## src/rtl/valid_generator_mii_if.sv

```systemverilog
// FIFO read-port and AXI-Stream master signal bundle for valid_generator_mii.
// The master modport is the controller's view; slave is the FIFO/sink side.
interface valid_generator_mii_if #(
  parameter int DATA_WIDTH = 64
);
  localparam int KEEP_WIDTH = DATA_WIDTH / 8;
  localparam int FIFO_WIDTH = DATA_WIDTH + KEEP_WIDTH + 1;

  logic                  empty_flag;
  logic                  rd_rst_busy;
  logic                  rd_en;
  logic [FIFO_WIDTH-1:0] fifo_dout;
  logic                  m_axis_tvalid;
  logic                  m_axis_tready;
  logic [DATA_WIDTH-1:0] m_axis_tdata;
  logic [KEEP_WIDTH-1:0] m_axis_tkeep;
  logic                  m_axis_tlast;
  logic [15:0]           frame_count;

  modport master (
    input  empty_flag, rd_rst_busy, fifo_dout, m_axis_tready,
    output rd_en, m_axis_tvalid, m_axis_tdata, m_axis_tkeep, m_axis_tlast, frame_count
  );

  modport slave (
    output empty_flag, rd_rst_busy, fifo_dout, m_axis_tready,
    input  rd_en, m_axis_tvalid, m_axis_tdata, m_axis_tkeep, m_axis_tlast, frame_count
  );
endinterface

```

## src/rtl/valid_generator_mii.sv

```systemverilog
// Read-side controller for the MII-to-AXIS CDC FIFO: pops {tlast,tkeep,tdata} words,
// hides the one-cycle FIFO read latency in a 3-entry buffer and drives an AXIS master.
module valid_generator_mii #(
  parameter  int DATA_WIDTH = 64,
  localparam int KEEP_WIDTH = DATA_WIDTH / 8,
  localparam int FIFO_WIDTH = DATA_WIDTH + KEEP_WIDTH + 1
) (
  input  logic                 axis_aclk,
  input  logic                 axis_aresetn,
  valid_generator_mii_if.master bus
);

  logic [FIFO_WIDTH-1:0] fifo_buf_q [3];
  logic [1:0]            wr_ptr_q, rd_ptr_q;
  logic [1:0]            occ_q, occ_d;
  logic                  inflight_q;
  logic                  run_q;
  logic [15:0]           frame_cnt_q;

  logic                  pop;
  logic                  rd_en_c;
  logic [FIFO_WIDTH-1:0] head;

  function automatic logic [1:0] ptr_inc(input logic [1:0] p);
    return (p == 2'd2) ? 2'd0 : p + 2'd1;
  endfunction

  // run_q holds rd_en low throughout reset, since occ/inflight alone would allow a read.
  always_comb begin
    head    = fifo_buf_q[rd_ptr_q];
    pop     = (occ_q != 2'd0) && bus.m_axis_tready;
    rd_en_c = run_q && !bus.empty_flag && !bus.rd_rst_busy &&
              (({1'b0, occ_q} + {2'b00, inflight_q}) < 3'd3);
    occ_d   = occ_q + {1'b0, inflight_q} - {1'b0, pop};
  end

  assign bus.rd_en         = rd_en_c;
  assign bus.m_axis_tvalid = (occ_q != 2'd0);
  assign bus.m_axis_tdata  = head[DATA_WIDTH-1:0];
  assign bus.m_axis_tkeep  = head[DATA_WIDTH +: KEEP_WIDTH];
  assign bus.m_axis_tlast  = head[FIFO_WIDTH-1];
  assign bus.frame_count   = frame_cnt_q;

  always_ff @(posedge axis_aclk or negedge axis_aresetn) begin
    if (!axis_aresetn) begin
      for (int unsigned i = 0; i < 3; i++) fifo_buf_q[i] <= '0;
      wr_ptr_q    <= '0;
      rd_ptr_q    <= '0;
      occ_q       <= '0;
      inflight_q  <= 1'b0;
      run_q       <= 1'b0;
      frame_cnt_q <= '0;
    end else begin
      run_q      <= 1'b1;
      inflight_q <= rd_en_c;
      occ_q      <= occ_d;
      if (inflight_q) begin
        fifo_buf_q[wr_ptr_q] <= bus.fifo_dout;
        wr_ptr_q             <= ptr_inc(wr_ptr_q);
      end
      if (pop) begin
        rd_ptr_q <= ptr_inc(rd_ptr_q);
        if (head[FIFO_WIDTH-1]) frame_cnt_q <= frame_cnt_q + 16'd1;
      end
    end
  end

endmodule

```

## src/flat_wrapper.sv

```systemverilog
// flat-port wrapper written by rule: the top's interface ports become plain ports
module valid_generator_mii_flat 
#(
  parameter  int DATA_WIDTH = 64,
  localparam int KEEP_WIDTH = DATA_WIDTH / 8,
  localparam int FIFO_WIDTH = DATA_WIDTH + KEEP_WIDTH + 1
)
  (axis_aclk, axis_aresetn, bus_empty_flag, bus_rd_rst_busy, bus_fifo_dout, bus_m_axis_tready, bus_rd_en, bus_m_axis_tvalid, bus_m_axis_tdata, bus_m_axis_tkeep, bus_m_axis_tlast, bus_frame_count);
  valid_generator_mii_if #(.DATA_WIDTH(DATA_WIDTH)) bus_i ();
  input  logic axis_aclk;
  input  logic axis_aresetn;
  input wire logic [$bits(bus_i.empty_flag)-1:0] bus_empty_flag;
  input wire logic [$bits(bus_i.rd_rst_busy)-1:0] bus_rd_rst_busy;
  input wire logic [$bits(bus_i.fifo_dout)-1:0] bus_fifo_dout;
  input wire logic [$bits(bus_i.m_axis_tready)-1:0] bus_m_axis_tready;
  output wire logic [$bits(bus_i.rd_en)-1:0] bus_rd_en;
  output wire logic [$bits(bus_i.m_axis_tvalid)-1:0] bus_m_axis_tvalid;
  output wire logic [$bits(bus_i.m_axis_tdata)-1:0] bus_m_axis_tdata;
  output wire logic [$bits(bus_i.m_axis_tkeep)-1:0] bus_m_axis_tkeep;
  output wire logic [$bits(bus_i.m_axis_tlast)-1:0] bus_m_axis_tlast;
  output wire logic [$bits(bus_i.frame_count)-1:0] bus_frame_count;
  assign bus_i.empty_flag = bus_empty_flag;
  assign bus_i.rd_rst_busy = bus_rd_rst_busy;
  assign bus_i.fifo_dout = bus_fifo_dout;
  assign bus_i.m_axis_tready = bus_m_axis_tready;
  assign bus_rd_en = bus_i.rd_en;
  assign bus_m_axis_tvalid = bus_i.m_axis_tvalid;
  assign bus_m_axis_tdata = bus_i.m_axis_tdata;
  assign bus_m_axis_tkeep = bus_i.m_axis_tkeep;
  assign bus_m_axis_tlast = bus_i.m_axis_tlast;
  assign bus_frame_count = bus_i.frame_count;
  valid_generator_mii #(.DATA_WIDTH(DATA_WIDTH)) u_core (.axis_aclk(axis_aclk), .axis_aresetn(axis_aresetn), .bus(bus_i));
endmodule
```

## config.mk

```make
export PLATFORM = sky130hd
export DESIGN_NAME = valid_generator_mii_flat
export DESIGN_NICKNAME = d
export VERILOG_FILES = /design/src/rtl/valid_generator_mii_if.sv /design/src/rtl/valid_generator_mii.sv /design/src/flat_wrapper.sv
export SDC_FILE = /design/constraint.sdc
export NUM_CORES = 1
export LEC_CHECK = 0
export BUFFER_PORTS_ARGS = -buffer_cell sky130_fd_sc_hd__buf_2
export CAP_MARGIN = 10
export CORE_AREA = 2 2 160 162
export CTS_CLUSTER_DIAMETER = 150
export DETAILED_ROUTE_END_ITERATION = 10
export DIE_AREA = 0 0 162 164
export GPL_ROUTABILITY_DRIVEN = 1
export PLACE_DENSITY = 0.67
export SYNTH_ARGS = -nofsm -noshare
export SYNTH_HDL_FRONTEND = slang
export SYNTH_SLANG_ARGS = --single-unit
export TNS_END_PERCENT = 1
```

## constraint.sdc

```tcl
create_clock -name axis_aclk -period 1.8 [get_ports axis_aclk]
set_clock_uncertainty 0.2 [all_clocks]
set_input_delay 0.09 -clock axis_aclk [delete_from_list [all_inputs] [get_ports axis_aclk]]
set_output_delay 0.09 -clock axis_aclk [all_outputs]
set_load 0.1 [all_outputs]
```

# Yosys cells after proc, flatten, opt, wreduce, memory -nomap -nowiden
# Cells that the tools add are included.
[word_totals]
reg_bits = 243
latchBits = 0
ram_bits = 0
rom_bits = 0
input_bits = 78
output_inout_bits = 91
wordCells = 40
memories = 0
[op_classes]
add_sub_neg = 6
n_mul = 0
div_mod_pow = 0
n_lt_le_gt_ge = 4
n_eq_ne = 2
shifts = 0
n_mux = 8
n_bitwise = 2
n_reduce_logical = 9
[ops]
columns = ["op", "count"]
rows = [
  ["$bwmux W219", 1],
  ["$mux W73", 3],
  ["$bmux W73 S2", 1],
  ["$demux W73 S2", 1],
  ["$add A16 B1 Y16 const B", 1],
  ["$ge A3 B3 Y1 const B", 2],
  ["$not A2 Y3", 2],
  ["$logic_and A1 B1 Y1", 5],
  ["$add A2 B1 Y2 const B", 2],
  ["$eq A2 B2 Y1 const B", 2],
  ["$mux W2", 2],
  ["$add A2 B1 Y3", 1],
  ["$lt A3 B1 Y1 const B", 1],
  ["$lt A3 B2 Y1 const B", 1],
  ["$add A2 B1 Y2", 1],
  ["$logic_not A1 Y1", 2],
  ["$reduce_and A2 Y1", 1],
  ["$reduce_bool A2 Y1", 1],
  ["$sub A2 B1 Y2", 1],
]

# Longest topological paths before layout
[depth]
ltp_word = 6
depth_mapped = 6
mapped_depth_nobuf = 5

# Worst setup path after synthesis
# No wires, ideal clock.
[synth_path]
kind = "register to output"
from = "reg u_core.rd_ptr_q[1]"
to = "out bus_m_axis_tdata[14]"
arrival_time_ps = 3113
t_required_ps = 1510
path_slack_ps = -1603
path_stages_with_launch = 6
n_path_buf = 3
path_cell_list = "dfrtp_1 -> buf_2 -> buf_2 -> buf_2 -> mux2i_1 -> o21ai_0"
[synth_between]
elab_chain_len = 4
[synth_lines]
columns = ["item", "line", "rtl"]
rows = [
  ["start: declaration", "valid_generator_mii.sv:14", "logic [1:0] wr_ptr_q, rd_ptr_q;"],
  ["start signal: assignment", "valid_generator_mii.sv:62", "rd_ptr_q <= ptr_inc(rd_ptr_q);"],
  ["$not A2 Y3 (implied by the code)", "valid_generator_mii.sv:30", "head = fifo_buf_q[rd_ptr_q];"],
  ["$bmux W73 S2", "valid_generator_mii.sv:30", ""],
  ["$mux W73 (implied by the code) (2 in series)", "valid_generator_mii.sv:30", ""],
  ["end: declaration", "flat_wrapper.sv:18", "output wire logic [$bits(bus_i.m_axis_tdata)-1:0] bus_m_axis_tdata;"],
]
# No other way between the ends. The select of a mux whose other input is x is not followed.

# Final worst setup path
[layout_path]
from = "reg u_core.occ_q[0]"
to = "out bus_rd_en"
[layout_between]
elab_chain_len = 3
[layout_lines]
columns = ["item", "line", "rtl"]
rows = [
  ["start: declaration", "valid_generator_mii.sv:15", "logic [1:0] occ_q, occ_d;"],
  ["start signal: assignment", "valid_generator_mii.sv:49", "occ_q <= '0;"],
  ["start signal: assignment", "valid_generator_mii.sv:56", "occ_q <= occ_d;"],
  ["$add A2 B1 Y3", "valid_generator_mii.sv:33", "(({1'b0, occ_q} + {2'b00, inflight_q}) < 3'd3);"],
  ["$lt A3 B2 Y1", "valid_generator_mii.sv:33", ""],
  ["$logic_and A1 B1 Y1", "valid_generator_mii.sv:32", "rd_en_c = run_q && !bus.empty_flag && !bus.rd_rst_busy &&"],
  ["end: declaration", "flat_wrapper.sv:16", "output wire logic [$bits(bus_i.rd_en)-1:0] bus_rd_en;"],
]
# No other way between the ends.

==> metrics <==
run status finished, violations left; violated checks hold timing, setup timing; TritonRoute pass-1 iters 7; most common cell after layout, fill and taps aside dfrtp_1; post-synthesis compound-gate area fraction 3.66%; post-synthesis sequential area ratio 55.0%; die height 164 um; Slew @ Worst Pin 523 ps; minimum hold slack -117 ps; yosys warns 0; RSZ-0062 raised after global routing true; CP Data Arrival Time 2100 ps; Routed WL per cell 17.9 um; placed wire-length estimate 15500 um; root cell of the clock tree clkbuf_16; PnR worst setup slack -589 ps; met3 wire len 1090 um; deepest clock path buffer count 3; main combinational cell family by area after synthesis multiplexers; leading area contributor after synthesis dfrtp_1; CTS tree built; Overall Global Routing Usage 19.0%; post-synthesis mux area share 31.5%; Synth Area in Simple Gates 4.64%; CTS Sinks 243; drt via density 5.12; layout cell share with drive strength beyond 1 53.5%; CTS HTree Levels 1; Syn Area/Cell 13.7 um^2; initial antenna violation count 1; Final nets 1165; largest net degree at the start of global routing 47; routability cong. 0.746; Hold WC Path Type in -> reg; Sum Neg Setup Slack -34530 ps; clock-pin slew on the worst setup and hold paths 60 ps; Final Non-Filler Cells 1434; number of global-route vias before repair 7850; area delta synth->final 45.1%; max-cap violations 0; Initial DRC Count 279; wire length on met2 12300 um; Top FF cell, synth dfrtp_1; row count 58; DRC errors left 0; most frequent cells in the layout dfrtp_1 (237), mux2_2 (120), mux2_4 (100); WS Path Type reg -> out; CP required 1510 ps; placed cell count 1297; antenna-violating nets left 0; Hold Path Depth 5; die span in x 162 um; Yosys top cell area share 55.0%; Final Util 64.6%; gr ovfl total 0; Yosys reg bits 243; Reg2Reg Depth 6; Synth async-reset ratio 100%; CP Max Fanout 2; fin. max-slew vios 0; first-pass GRT wire length 40900 um; die area 26600 um^2; ranking of synthesized cells by area dfrtp_1 (55%), mux2_2 (15%), mux2_4 (9.5%); hold buffers post-CTS 76; clock latency on the worst-skew pair 520 ps; Critical Path Start Type register; Synth cell types 27; number of synthesized flops with an enable pin 0; initial core utilization 44.5%; syn_nets 891; Adder-Cell Fraction of Synth Area 0.453%; Hold Violations, Final 1; final setup vio count 178; I/O Buffers 168; post-synthesis xor/xnor area fraction 1.27%; io pins 169; Syn Inst Count 809; total CTS buffers 27; Post-Syn Area 11100 um^2; fin crit period 2390 ps; Crit. End Element output pin; Final Cycle Share 133%; Max transition margin 65.2%; FMAX 419 MHz; Met1 Wirelength 11800 um; CORE AREA 24800 um^2; top routing layer in use met4; DR vias 7338; Routed WL 25600 um
logic make-up (layout without fill, tap and decap cells):
kind of cell    Yosys count  after routing
mux                     294            294
flops                   243            243
simple gates            117            117
compound gates           79             79
buf+inv                  55            349
xor+xnor                 16             16
fa+ha+maj                 4              4
other cells               1              2
synth_stat cells (6+ instances only):
| master | number |
|---|---|
| buf_2 | 35 |
| nor2_1 | 6 |
| dfrtp_1 | 243 |
| mux2_4 | 70 |
| buf_12 | 8 |
| mux2_2 | 150 |
| nand3_1 | 8 |
| xnor2_1 | 16 |
| nand4_1 | 10 |
| mux2i_1 | 74 |
| clkbuf_1 | 8 |
| nand2_1 | 80 |
| o21ai_0 | 75 |
worst max-delay path, stage by stage, from the launching register on:
cell and delay, ps:
dfrtp_1 380, ha_2 200, ha_4 150, or4b_4 490, a21oi_4 170, buf_12 190
sequential cells by signal (all words and copies together), names as in the netlist:
name	count
u_core.rd_ptr_q	2
u_core.wr_ptr_q	2
u_core.inflight_q	1
u_core.fifo_buf_q	219
u_core.bus.frame_count	16
u_core.run_q	1
u_core.occ_q	2
stage by stage:
| stage | cell area [um^2] | setup slack [ps] |
|---|---|---|
| global route | 16000 | -656 |
| finish | 16000 | -589 |
| floorplan | 11300 | -381 |
| CTS | 15600 | -612 |
| detailed placement | 13900 | -70.9 |
| global placement | 13900 | -58.2 |
layout make-up:
cell class              count  area [um^2]
fillers                  1799         8780
flip-flops and latches    243         6090
multi-input cells         511         5210
repair buffers            296         3430
clock buffers              39          771
well taps                 330          413
clock inverters            10          109
inverters                   4         15.0
diodes                      1         2.50
final timing paths:
| check | startpoint | endpoint | slack (ps) |
|---|---|---|---|
| worst min register to register | u_core.bus.frame_count[15] | u_core.bus.frame_count[15] | 280 |
| max in group asynchronous | axis_aresetn | u_core.fifo_buf_q[167] | 380 |
| min in group asynchronous | axis_aresetn | u_core.fifo_buf_q[103] | 400 |
| worst min-delay path | bus_rd_rst_busy | u_core.inflight_q | -120 |
| worst max register to register | u_core.inflight_q | u_core.fifo_buf_q[33] | -100 |
| worst max-delay path | u_core.occ_q[0] | bus_rd_en | -590 |
routing by layer:
| metal | track usage [%] | up-vias |
|---|---|---|
| met5 | 0 | - |
| met4 | 5.23 | 0 |
| met3 | 3.03 | 42 |
| met2 | 31.7 | 158 |
| met1 | 26.0 | 3723 |
| li1 | - | 3415 |
what timing repair did:
item | 4_1_cts | 5_1_grt
setup buffers | 2 | 5
endpoints found under the hold margin | 474 | 1
pin swaps | 0 | 8
setup endpoints to repair | 86 | 296
cloned | 0 | 4
gates resized for setup | 6 | 75
Power is not shown: default switching activity piles up to over one toggle a cycle in this logic, so the estimate is an artifact.
